## src/rtl/fifo_priority_mc_if.sv

```systemverilog
// Handshake bundle for fifo_priority_mc.
//   master: producer/consumer side (drives data_in, vld_i, rdy_i)
//   slave : the buffer itself (drives rdy_o, data_out, vld_o, count_o)
// Signals:
//   data_in  [DW]  input word, priority in its top $clog2(NPRIO) bits
//   vld_i / rdy_o  input handshake
//   data_out [DW]  head word of the granted class, zero when idle
//   vld_o / rdy_i  output handshake
//   count_o  [CW]  total stored words
interface fifo_priority_mc_if #(
    parameter int unsigned DW    = 33,
    parameter int unsigned DEPTH = 5,
    parameter int unsigned NPRIO = 4
);
    localparam int unsigned CW = $clog2(NPRIO * DEPTH + 1);

    logic [DW-1:0] data_in;
    logic          vld_i;
    logic          rdy_o;
    logic [DW-1:0] data_out;
    logic          vld_o;
    logic          rdy_i;
    logic [CW-1:0] count_o;

    modport master (
        output data_in, vld_i, rdy_i,
        input  rdy_o, data_out, vld_o, count_o
    );

    modport slave (
        input  data_in, vld_i, rdy_i,
        output rdy_o, data_out, vld_o, count_o
    );
endinterface

```

## src/rtl/fifo_priority_mc.sv

```systemverilog
// Multi-class priority buffer. Words are sorted by their top priority bits into NPRIO
// circular queues of DEPTH entries; the output presents the head of the highest non-empty
// class. A stalled output (vld_o && !rdy_i) locks the grant until that word is popped.
// Ports:
//   clk  single clock, rising edge
//   rst  synchronous active-high reset
//   bus  fifo_priority_mc_if.slave (data_in/vld_i/rdy_o in, data_out/vld_o/rdy_i out,
//        count_o total occupancy)
// Optional build macro FIFO_PRIO_AGING_EN: per-class age counters; a class whose age hits
// AGE_LIMIT (parameter present only in that build) wins an unlocked grant.
module fifo_priority_mc #(
    parameter int unsigned DW        = 33,
    parameter int unsigned DEPTH     = 5,
    parameter int unsigned NPRIO     = 4
`ifdef FIFO_PRIO_AGING_EN
    ,
    parameter int unsigned AGE_LIMIT = 8
`endif
) (
    input logic               clk,
    input logic               rst,
    fifo_priority_mc_if.slave bus
);
    localparam int unsigned PW = $clog2(NPRIO);
    localparam int unsigned AW = $clog2(DEPTH);
    localparam int unsigned OW = $clog2(DEPTH + 1);
    localparam int unsigned CW = $clog2(NPRIO * DEPTH + 1);

    logic [DW-1:0]    mem_q [NPRIO][DEPTH];
    logic [AW-1:0]    rd_q  [NPRIO];
    logic [AW-1:0]    rd_d  [NPRIO];
    logic [AW-1:0]    wr_q  [NPRIO];
    logic [AW-1:0]    wr_d  [NPRIO];
    logic [OW-1:0]    cnt_q [NPRIO];
    logic [OW-1:0]    cnt_d [NPRIO];
    logic [CW-1:0]    count_q, count_d;
    logic             lock_q, lock_d;
    logic [PW-1:0]    lock_cls_q, lock_cls_d;

    logic [NPRIO-1:0] not_empty;
    logic [NPRIO-1:0] push_hit;
    logic [NPRIO-1:0] pop_hit;
    logic [PW-1:0]    push_cls;
    logic [PW-1:0]    sel;
    logic [PW-1:0]    grant;
    logic             any_valid;
    logic             ready;
    logic             push;
    logic             pop;

`ifdef FIFO_PRIO_AGING_EN
    localparam int unsigned AGW = $clog2(AGE_LIMIT + 1);
    logic [AGW-1:0]   age_q [NPRIO];
    logic [AGW-1:0]   age_d [NPRIO];
`endif

    function automatic logic [AW-1:0] wrap_inc(input logic [AW-1:0] p);
        return (p == AW'(DEPTH - 1)) ? '0 : p + 1'b1;
    endfunction

    // Status comes from registered counters only: no bypass, no full-while-popping relief.
    always_comb begin
        not_empty = '0;
        for (int c = 0; c < NPRIO; c++) begin
            not_empty[c] = (cnt_q[c] != '0);
        end
    end

    always_comb begin
        sel = '0;
        for (int c = 0; c < NPRIO; c++) begin
            if (not_empty[c]) sel = PW'(c);
        end
`ifdef FIFO_PRIO_AGING_EN
        for (int c = 0; c < NPRIO; c++) begin
            if (not_empty[c] && age_q[c] == AGW'(AGE_LIMIT)) sel = PW'(c);
        end
`endif
    end

    assign grant     = lock_q ? lock_cls_q : sel;
    assign any_valid = |not_empty;
    assign pop       = any_valid & bus.rdy_i;
    assign push_cls  = bus.data_in[DW-1 -: PW];

    // Encodings beyond NPRIO-1 (non power-of-two NPRIO) are never ready.
    always_comb begin
        ready = 1'b0;
        for (int c = 0; c < NPRIO; c++) begin
            if (push_cls == PW'(c)) ready = (cnt_q[c] != OW'(DEPTH));
        end
    end

    assign push = bus.vld_i & ready;

    always_comb begin
        push_hit = '0;
        pop_hit  = '0;
        for (int c = 0; c < NPRIO; c++) begin
            push_hit[c] = push && (push_cls == PW'(c));
            pop_hit[c]  = pop && (grant == PW'(c));
        end
    end

    always_comb begin
        for (int c = 0; c < NPRIO; c++) begin
            rd_d[c]  = rd_q[c];
            wr_d[c]  = wr_q[c];
            cnt_d[c] = cnt_q[c];
            if (push_hit[c]) wr_d[c] = wrap_inc(wr_q[c]);
            if (pop_hit[c])  rd_d[c] = wrap_inc(rd_q[c]);
            if (push_hit[c] && !pop_hit[c]) begin
                cnt_d[c] = cnt_q[c] + 1'b1;
            end else if (pop_hit[c] && !push_hit[c]) begin
                cnt_d[c] = cnt_q[c] - 1'b1;
            end
        end
        count_d    = count_q + CW'(push) - CW'(pop);
        // Stalled: capture the presented class; popping or idle: release.
        lock_d     = any_valid & ~bus.rdy_i;
        lock_cls_d = grant;
    end

    always_ff @(posedge clk) begin
        if (rst) begin
            for (int c = 0; c < NPRIO; c++) begin
                rd_q[c]  <= '0;
                wr_q[c]  <= '0;
                cnt_q[c] <= '0;
            end
            count_q    <= '0;
            lock_q     <= 1'b0;
            lock_cls_q <= '0;
        end else begin
            for (int c = 0; c < NPRIO; c++) begin
                rd_q[c]  <= rd_d[c];
                wr_q[c]  <= wr_d[c];
                cnt_q[c] <= cnt_d[c];
            end
            count_q    <= count_d;
            lock_q     <= lock_d;
            lock_cls_q <= lock_cls_d;
        end
    end

    always_ff @(posedge clk) begin
        for (int c = 0; c < NPRIO; c++) begin
            if (!rst && push_hit[c]) mem_q[c][wr_q[c]] <= bus.data_in;
        end
    end

`ifdef FIFO_PRIO_AGING_EN
    // Age counts pops that bypass a waiting class; reset by being served or draining.
    always_comb begin
        for (int c = 0; c < NPRIO; c++) begin
            age_d[c] = age_q[c];
            if (!not_empty[c]) begin
                age_d[c] = '0;
            end else if (pop) begin
                if (grant == PW'(c)) begin
                    age_d[c] = '0;
                end else if (age_q[c] != AGW'(AGE_LIMIT)) begin
                    age_d[c] = age_q[c] + 1'b1;
                end
            end
        end
    end

    always_ff @(posedge clk) begin
        for (int c = 0; c < NPRIO; c++) begin
            if (rst) age_q[c] <= '0;
            else     age_q[c] <= age_d[c];
        end
    end
`endif

    assign bus.rdy_o    = ready;
    assign bus.vld_o    = any_valid;
    assign bus.data_out = any_valid ? mem_q[grant][rd_q[grant]] : '0;
    assign bus.count_o  = count_q;
endmodule

```

## src/flat_wrapper.sv

```systemverilog
// flat-port wrapper written by rule: the top's interface ports become plain ports
module fifo_priority_mc_flat 
#(
    parameter int unsigned DW        = 33,
    parameter int unsigned DEPTH     = 5,
    parameter int unsigned NPRIO     = 4

)
  (clk, rst, bus_data_in, bus_vld_i, bus_rdy_i, bus_rdy_o, bus_data_out, bus_vld_o, bus_count_o);
  fifo_priority_mc_if #(.DW(DW), .DEPTH(DEPTH), .NPRIO(NPRIO)) bus_i ();
  input logic clk;
  input logic rst;
  input wire logic [$bits(bus_i.data_in)-1:0] bus_data_in;
  input wire logic [$bits(bus_i.vld_i)-1:0] bus_vld_i;
  input wire logic [$bits(bus_i.rdy_i)-1:0] bus_rdy_i;
  output wire logic [$bits(bus_i.rdy_o)-1:0] bus_rdy_o;
  output wire logic [$bits(bus_i.data_out)-1:0] bus_data_out;
  output wire logic [$bits(bus_i.vld_o)-1:0] bus_vld_o;
  output wire logic [$bits(bus_i.count_o)-1:0] bus_count_o;
  assign bus_i.data_in = bus_data_in;
  assign bus_i.vld_i = bus_vld_i;
  assign bus_i.rdy_i = bus_rdy_i;
  assign bus_rdy_o = bus_i.rdy_o;
  assign bus_data_out = bus_i.data_out;
  assign bus_vld_o = bus_i.vld_o;
  assign bus_count_o = bus_i.count_o;
  fifo_priority_mc #(.DW(DW), .DEPTH(DEPTH), .NPRIO(NPRIO)) u_core (.clk(clk), .rst(rst), .bus(bus_i));
endmodule
```

## config.mk

```make
export PLATFORM = sky130hd
export DESIGN_NAME = fifo_priority_mc_flat
export DESIGN_NICKNAME = d
export VERILOG_FILES = /design/src/rtl/fifo_priority_mc_if.sv /design/src/rtl/fifo_priority_mc.sv /design/src/flat_wrapper.sv
export SDC_FILE = /design/constraint.sdc
export NUM_CORES = 1
export LEC_CHECK = 0
export CAP_MARGIN = 30
export CELL_PAD_IN_SITES_DETAIL_PLACEMENT = 1
export CELL_PAD_IN_SITES_GLOBAL_PLACEMENT = 1
export CORE_ASPECT_RATIO = 0.75
export CORE_MARGIN = 4
export CORE_UTILIZATION = 45
export CTS_BUF_LIST = sky130_fd_sc_hd__clkbuf_4 sky130_fd_sc_hd__clkbuf_8
export CTS_CLUSTER_SIZE = 12
export DETAILED_ROUTE_END_ITERATION = 12
export PLACE_DENSITY = 0.73
export SYNTH_ARGS = -nofsm -noshare
export SYNTH_HDL_FRONTEND = slang
export SYNTH_SLANG_ARGS = --single-unit
```

## constraint.sdc

```tcl
create_clock -name clk -period 8.1 [get_ports clk]
set_input_delay 1.62 -clock clk [delete_from_list [all_inputs] [get_ports clk]]
set_output_delay 1.62 -clock clk [all_outputs]
set_load 0.01 [all_outputs]
```

==> results_dict.tcl, run 1 <==
set metrics [dict create \
    place_hpwl_um 47890 \
    ys_ff_latch 704 \
    use_met2_pct 40.65 \
    layout_min_cycle_time_ps 6823 \
    area_delta_synth_final_pct 14.39 \
    clock_latency_ps 720 \
    postCtsResizedCells 0 \
    intPower_mw 8.139 \
    grt_pass1_vias 19649 \
    rows 79 \
    cts_buffers 106 \
    cp.arrival_ps 5200 \
    syn_area_um2 28200 \
    ctsRootBufferMaster "clkbuf_8" \
    synth_edf_count 660 \
    finalClockSkew_ps 44.85 \
    p_clk_share_pct 20.4 \
    drt_first_iter_violations 2319 \
    vias_per_cell 6.366 \
    irDropWorstVdd_v 0.0003784 \
    cts_buffer_depth 3 \
    dpl_cell_area_um2 30130 \
    place.gp.congestion 0.7820 \
    fin_setup_tns_ps 0 \
    core_um2 62070 \
    worstSetupStartpointType "register" \
    grt_max_degree 114 \
    ant_nets 0 \
    top_usage_layer "met2" \
    seq_power_share_pct 29.3 \
    dr_total_vias 18647 \
    final_common_cell "edfxtp_1" \
    drive_above_1_share_pct 16.53 \
    h-tree-depth 3 \
    maxCapViolCount 0 \
    setup_viol 0 \
    cts_tree "done" \
    crit_type "register to output pin" \
    p_switching_mw 5.990 \
    p_leak_nw 10.44 \
    rsz0062_at_grt "false" \
    initial_core_util_pct 45.43 \
    end_kind "output pin" \
    drv_slew 0 \
    clock_sinks 704 \
    async_flop_share_pct 0 \
    wl_per_cell_um 29.49 \
    yosysUniqueCellTypes 73 \
    cts_hold_repair.buffers 0 \
    crit_required_ps 6480 \
    final_core_util_pct 51.96 \
    overflow 0 \
    die_w_um 297.1 \
    grt.total_usage_pct 25.50 \
    power_density_nw_per_um2 438.0 \
    hold_violations 0 \
    pin_count 77 \
    avgSynthCellArea_um2 14.78 \
    final_area_um2 32250 \
    use_met3_pct 5.549 \
    fmax_mhz 146.6 \
    combPwrFrac_pct 50.3 \
    mostFrequentLayoutCells "660 x edfxtp_1, 231 x nor2_1, 140 x o22ai_1" \
    wirelength_um 86370 \
    worstHoldPathType "register to register" \
    antenna_found_initial 2 \
    period_share_pct 84.24 \
    die_h_um 224.8 \
    switching_share_pct 42.39 \
    status "finished, final reports clean" \
    first_pass_iters 8 \
    drc 0 \
    synth_warnings 0 \
    slew_headroom_pct 29.17 \
    grt.met1_usage_pct 35.24 \
    critPathMaxFanout 42 \
    syn_nets 1975 \
    seq_area_frac_synth_pct 73.41 \
    die_area_um2 66770 \
    synth_ff_type "edfxtp_1" \
    clk_pin_slew_ps 60 \
    grt_first_pass_wirelength_um 127400 \
    dpl.cell_count 2727 \
    port_buffers 76 \
    syn_inst 1908 \
    cts_setup_buffers 0 \
    fin_nets 2095 \
    tightest_slew_ps 1054 \
    instances_no_fill 2929 \
]
-- kinds of logic (layout without fill, tap and decap cells) --
group           after synthesis  after routing  share of synthesized area, %
compound gates              424            424                         11.11
xor+xnor                     12             12                        0.3727
fa+ha+maj                    30             30                         1.464
buf+inv                     161            371                         2.361
flops                       704            704                         73.41
mux                          79             79                         3.088
other cells                   0              1                             0
simple gates                498            498                         8.200
-- critical path, stage by stage (launching register included) --
cell             delay, ps
dfxtp_1                440
or3_1                  830
o2111ai_1              510
o211a_4                710
buf_4                  550
mux2_2                 400
a221oi_1               300
o221ai_1               180
clkdlybuf4s50_1        520
-- synthesized netlist by cell type (all sizes together), types with 23 or more instances --
cell type / count / area share [%]
edfxtp: 660 / 70
nor2: 240 / 3.2
o22ai: 140 / 3.1
nor3: 108 / 2.0
clkbuf: 81 / 1.1
a21oi: 60 / 1.1
mux2: 54 / 2.2
nand2: 48 / 0.64
nor4: 47 / 1.1
dfxtp: 44 / 3.1
o221ai: 44 / 1.4
buf: 42 / 0.78
inv: 38 / 0.51
o21ai: 26 / 0.46
ha: 25 / 1.1
a21o: 24 / 0.64
mux2i: 24 / 0.85
a221oi: 23 / 0.71
-- per-layer routing --
metal | vias up | part of all wire [%]
li1 | 7840 | -
met1 | 9644 | 42
met2 | 975 | 47
met3 | 186 | 8.5
met4 | 2 | 3.0
met5 | - | 0.015
-- final timing paths --
path                            slack [ps]               start                  to  cells past startpoint
worst min-delay path                   500   u_core.rd_q[2][2]   u_core.rd_q[2][2]                      2
worst min register to register         500   u_core.rd_q[2][2]   u_core.rd_q[2][2]                      2
worst max register to register        3900  u_core.cnt_q[1][0]  u_core.cnt_q[2][2]                     13
worst max-delay path                  1280  u_core.cnt_q[1][0]     bus_data_out[0]                      8
-- power groups by stage --
| stage | clock (mW) | combinational (mW) | sequential, mW |
|---|---|---|---|
| floorplan | 0 | 4.09 | 4.18 |
| CTS | 2.92 | 7.05 | 4.15 |
| global placement | 0 | 6.72 | 4.21 |
| finish | 2.88 | 7.11 | 4.15 |
| global route | 3.10 | 7.53 | 4.16 |
| detailed placement | 0 | 7.01 | 4.22 |
-- through the flow --
stage	power [mW]	hold WS [ps]	setup slack, ps
after global placement	10.93	479.6	2023
after CTS	14.11	499.1	1095
after global routing	14.78	541.3	1130
after floorplan	8.265	462.7	1694
final	14.13	499.1	1277
after detailed placement	11.23	492.5	1910
-- sequential cells by signal, indices dropped and copies added (netlist names) --
register / count
u_core.lock_q: 1
u_core.wr_q: 12
u_core.rd_q: 12
u_core.mem_q: 660
u_core.bus.count_o: 5
u_core.cnt_q: 12
u_core.lock_cls_q: 2
-- layout make-up --
class | count | area [um^2]
well taps | 810 | 1013
diodes | 1 | 2.502
flip-flops and latches | 704 | 20700
inverters | 38 | 142.6
multi-input cells | 1043 | 7007
fillers | 6004 | 29820
repair buffers | 135 | 1326
clock inverters | 55 | 320.3
clock buffers | 143 | 1743
No activity file was read; power rests on OpenSTA's default activity.
==> run 2: changes to the inputs <==
PLACE_DENSITY = 0.76   (was 0.73)
clock period = 5.6 ns   (was 8.1 ns; I/O delays follow)
==> run 2 against run 1 <==
Routed wire length rose by 1.3%. Power rose by 49%. Non-clock buffer count rose by 19. Utilization rose by 0.63 points. Count of clock-buffer cells in the layout rose by 3. Design area rose by 1.2%. Cell count rose by 0.41%. First-iteration DRC count fell by 3.1%. Via count rose by 0.20%. Die area did not move. Register-to-register slack got worse by 2300 ps. Clock power rose by 45%. Largest power group unchanged. Highest routed layer is now met4.
==> results_dict.tcl, run 2 (synthesized netlist as in run 1, its figures left out) <==
set metrics [dict create \
    worstSetupStartpointType "register" \
    slowest_delay_ps 650 \
    fin_nets 2116 \
    drv_slew 0 \
    p_leak_nw 10.59 \
    period_share_pct 98.74 \
    tightest_slew_ps 987.7 \
    setup_viol 0 \
    worstHoldPathType "register to register" \
    hold_depth 2 \
    r2r_cells 14 \
    cts_buffers 107 \
    regToRegSetupSlack_ps 1630 \
    cpMostUsedCell "buf_4" \
    ant_nets 0 \
    fmax_mhz 180.8 \
    cts_hold_repair.buffers 0 \
    place_hpwl_um 49260 \
    rows 79 \
    vias_per_cell 6.353 \
    cp.arrival_ps 4410 \
    clk_pin_slew_ps 70 \
    area.sequential_um2 20700 \
    power_mw 21.04 \
    area_delta_synth_final_pct 15.77 \
    rsz0062_at_grt "true" \
    crit_type "register to output pin" \
    port_buffers 76 \
    drt_first_iter_violations 2248 \
    crit_cells 9 \
    initial_core_util_pct 45.43 \
    overflow 0 \
    intPower_mw 12.09 \
    layout_min_cycle_time_ps 5530 \
    cts_tree "done" \
    crit_path_cell_trace "or4_4 -> a32oi_4 -> o211a_4 -> buf_4 -> buf_4 -> mux2_2 -> a221oi_1 -> o221ai_1 -> clkdlybuf4s50_1" \
    cp_slowest_cell "or4_4" \
    core_um2 62070 \
    slew_headroom_pct 33.92 \
    critPathMaxFanout 13 \
    multi_input_area_um2 7088 \
    seq_power_share_pct 28.5 \
    p_clk_share_pct 19.8 \
    irDropWorstVdd_v 0.0004712 \
    drc 0 \
    cts_buffer_depth 3 \
    mostFrequentLayoutCells "660 x edfxtp_1, 231 x nor2_1, 140 x o22ai_1" \
    final_core_util_pct 52.59 \
    largest_reg_flops 660 \
    die_w_um 297.1 \
    switching_share_pct 42.51 \
    grt.total_usage_pct 25.59 \
    wl_per_cell_um 29.76 \
    crit_required_ps 4480 \
    p_switching_mw 8.944 \
    h-tree-depth 3 \
    finalClockSkew_ps 54.43 \
    cp_num_buf_inv 3 \
    grt_first_pass_wirelength_um 127800 \
    hold_violations 0 \
    grt_pass1_vias 19719 \
    dr_total_vias 18684 \
    critPathTopFamily "compound AO/OA/AOI/OAI gates" \
    antenna_found_initial 4 \
    drive_above_1_share_pct 17.59 \
    n_fill_cell 5977 \
    die_area_um2 66770 \
    wirelength_um 87510 \
    ctsRootBufferMaster "clkbuf_8" \
    status "finished, final reports clean" \
    maxCapViolCount 0 \
    power_density_nw_per_um2 644.5 \
    die_h_um 224.8 \
    place.gp.congestion 0.8154 \
    combPwrFrac_pct 51.7 \
    final_common_cell "edfxtp_1" \
    hold_slack_ps 506.5 \
    end_kind "output pin" \
    clock_latency_ps 750 \
    grt_max_degree 85 \
    pin_count 77 \
    first_pass_iters 8 \
    clock_sinks 704 \
]
## run 2: cell types whose count changed in the layout (fill, tap and decap cells not counted), sizes merged
cell	previous run	this run
buf	59	78
clkbuf	144	147
clkinv	46	32
clkinvlp	3	2
diode	1	5
o211a	1	2
## run 2: timing repair
item,4_1_cts,5_1_grt
endpoints found under the setup margin,5,22
buffers inserted,0,3
gates resized for setup,1,11
pin swaps,0,1
gates cloned,0,2
## run 2: metal layers
metal	GRT usage, %	routed length [um]	part of all wire [%]	up-vias
met3	5.085	7761	8.9	171
met4	8.141	2288	2.6	0
li1	-	-	-	7886
met2	41.27	41160	47	1004
met1	35.45	36300	41	9623
met5	0	0	0	-
## run 2: path summary, 6_finish.rpt
kind                            from                 end
setup reg to reg  u_core.cnt_q[1][0]  u_core.cnt_q[1][2]
setup / recovery  u_core.cnt_q[3][0]    bus_data_out[30]
hold / removal     u_core.rd_q[2][2]   u_core.rd_q[2][2]
hold reg to reg    u_core.rd_q[2][2]   u_core.rd_q[2][2]
## run 2: worst reg2reg max path, cell delays in order (launching register included)
cell	delay, ps
dfxtp_1	420
or3_1	510
buf_4	340
nor3_2	300
inv_1	220
buf_4	210
nand2_1	270
nor2_1	170
inv_2	120
ha_1	200
inv_1	80
fa_1	380
xor2_1	180
or3_1	340
a21oi_1	150
## run 2: cell type report
type / count / area share [%]
inverters: 38 / 0.4369
clock inverters: 40 / 0.8317
well taps: 810 / 3.105
repair buffers: 154 / 5.059
multi-input cells: 1044 / 21.71
clock buffers: 146 / 5.408
diodes: 5 / 0.03833
flip-flops and latches: 704 / 63.41
## run 2: stage by stage
stage	setup WS (ps)	cells	cell area (um^2)	TNS, ps
3_3_place_gp	836.8	2742	30380	0
3_5_place_dp	702.4	2745	30450	0
6_report	70.31	2941	32650	0
4_1_cts	0.7168	2931	32490	0
2_1_floorplan	-305.6	1908	28200	-30240
5_1_grt	-60.54	2940	32640	-87.54
## run 2: power groups by stage
stage	Combinational (mW)	Sequential (mW)	Clock, mW
after detailed placement	10.4	6.10	0
final	10.9	6.00	4.17
after CTS	10.5	5.99	4.21
after floorplan	5.91	6.04	0
after global routing	11.4	6.01	4.49
after global placement	10.1	6.09	0
==> run 3: changes to the inputs <==
SETUP_SLACK_MARGIN = 0.5   (was unset)
==> run 3 against run 2 <==
Non-clock buffer count up 34. Largest power group unchanged. Fmax rose by 8.1%. First-iteration DRC count increased by 12%. Flip-flop and latch count stayed put. Cell count is 1.4% higher. Largest cell class unchanged.
==> results_dict.tcl, run 3 (synthesized netlist as in run 1, its figures left out) <==
set metrics [dict create \
    status "finished, final reports clean" \
    rsz0062_at_grt "true" \
    antenna_found_initial 3 \
    cts_hold_repair.buffers 0 \
    drt_first_iter_violations 2524 \
    seq_power_share_pct 27.0 \
    hold_depth 2 \
    r2r_cells 14 \
    die_area_um2 66770 \
    grt_pass1_vias 20534 \
    first_pass_iters 6 \
    cts_tree "done" \
    combPwrFrac_pct 53.8 \
    cp.arrival_ps 4000 \
    final_common_cell "edfxtp_1" \
    mostFrequentLayoutCells "660 x edfxtp_1, 231 x nor2_1, 140 x o22ai_1" \
    largest_reg_flops 660 \
    power_density_nw_per_um2 667.6 \
    switching_share_pct 43.00 \
    clock_latency_ps 730 \
    p_leak_nw 11.15 \
    intPower_mw 12.71 \
    hold_violations 0 \
    final_area_um2 33400 \
    hold_slack_ps 512.7 \
    initial_core_util_pct 45.43 \
    crit_required_ps 4480 \
    end_kind "output pin" \
    drc 0 \
    drive_above_1_share_pct 20.74 \
    grt.total_usage_pct 27.38 \
    grt_first_pass_wirelength_um 135600 \
    layout_min_cycle_time_ps 5117 \
    pin_count 77 \
    slew_headroom_pct 31.00 \
    clock_sinks 704 \
    cts_buffers 107 \
    vias_per_cell 6.542 \
    die_h_um 224.8 \
    h-tree-depth 3 \
    area_delta_synth_final_pct 18.44 \
    dpl_cell_area_um2 30350 \
    finalClockSkew_ps 48.43 \
    clk_pin_slew_ps 60 \
    power_mw 22.30 \
    maxCapViolCount 0 \
    tightest_slew_ps 1033 \
    grt_max_degree 50 \
    port_buffers 76 \
    worstHoldPathType "register to register" \
    period_share_pct 91.37 \
    p_switching_mw 9.587 \
    drv_slew 0 \
    ant_nets 0 \
    fin_nets 2151 \
    p_clk_share_pct 19.2 \
    ctsRootBufferMaster "clkbuf_8" \
    core_um2 62070 \
    worstSetupStartpointType "register" \
    irDropWorstVdd_v 0.0005240 \
    wl_per_cell_um 31.28 \
    place_hpwl_um 49340 \
    dr_total_vias 19502 \
    overflow 0 \
    fmax_mhz 195.4 \
    crit_type "register to output pin" \
    setup_viol 0 \
    wirelength_um 93260 \
    place.gp.congestion 0.8008 \
    rows 79 \
    critPathMaxFanout 22 \
    fin_setup_tns_ps 0 \
    die_w_um 297.1 \
    cts_buffer_depth 3 \
]
[run 3: repair_timing]
item	4_1_cts	5_1_grt
pin swaps	8	8
buffers inserted	24	2
cloned	11	0
gates resized for setup	81	34
setup endpoints to repair	33	29
[run 3: power groups by stage]
stage	registers, mW	logic (mW)	clock network (mW)
5_1_grt	6.03	12.5	4.60
4_1_cts	6.01	11.6	4.30
3_5_place_dp	6.10	10.3	0
2_1_floorplan	6.04	5.91	0
6_report	6.02	12.0	4.28
3_3_place_gp	6.09	9.96	0
[run 3: routing by layer]
metal  vias up  track usage (%)  routed length, um
li1       7964                -                  -
met1     10009            37.28              36510
met2      1262            44.13              43590
met3       265            5.230               9518
met4         2            10.70               3624
met5         -                0                 12
[run 3: through the flow]
step / setup WS (ps) / cells / util [%]
after floorplan: -305.6 / 1908 / -
after global placement: 769.3 / 2740 / 48.74
after detailed placement: 702.0 / 2745 / 48.89
after CTS: 352.6 / 2975 / 53.50
after global routing: 376.5 / 2980 / 53.80
final: 483.3 / 2981 / 53.80
[run 3: critical path: stages (launching register included)]
cell             delay (ps)
dfxtp_1                 370
or4_4                   630
buf_4                   200
a211oi_2                370
a2111oi_4               140
nor3_4                  170
buf_8                   290
o221ai_1                230
o221ai_2                280
clkdlybuf4s50_1         590
[run 3: layout make-up]
class                      count  area (um^2)
fill                        5933        28680
timing repair buffer         188         2111
antenna                        1        2.502
multi-input combinational   1045         7332
clock inverter                57        359.1
clock buffer                 138         1730
inverter                      38        142.6
tap                          810         1013
sequential                   704        20710
[run 3: final timing paths]
kind | start | endpoint | slack (ps)
hold / removal | u_core.wr_q[0][2] | u_core.wr_q[0][2] | 510
setup reg to reg | u_core.cnt_q[1][2] | u_core.cnt_q[2][2] | 1600
hold reg to reg | u_core.wr_q[0][2] | u_core.wr_q[0][2] | 510
setup / recovery | u_core.cnt_q[3][2] | bus_data_out[1] | 480
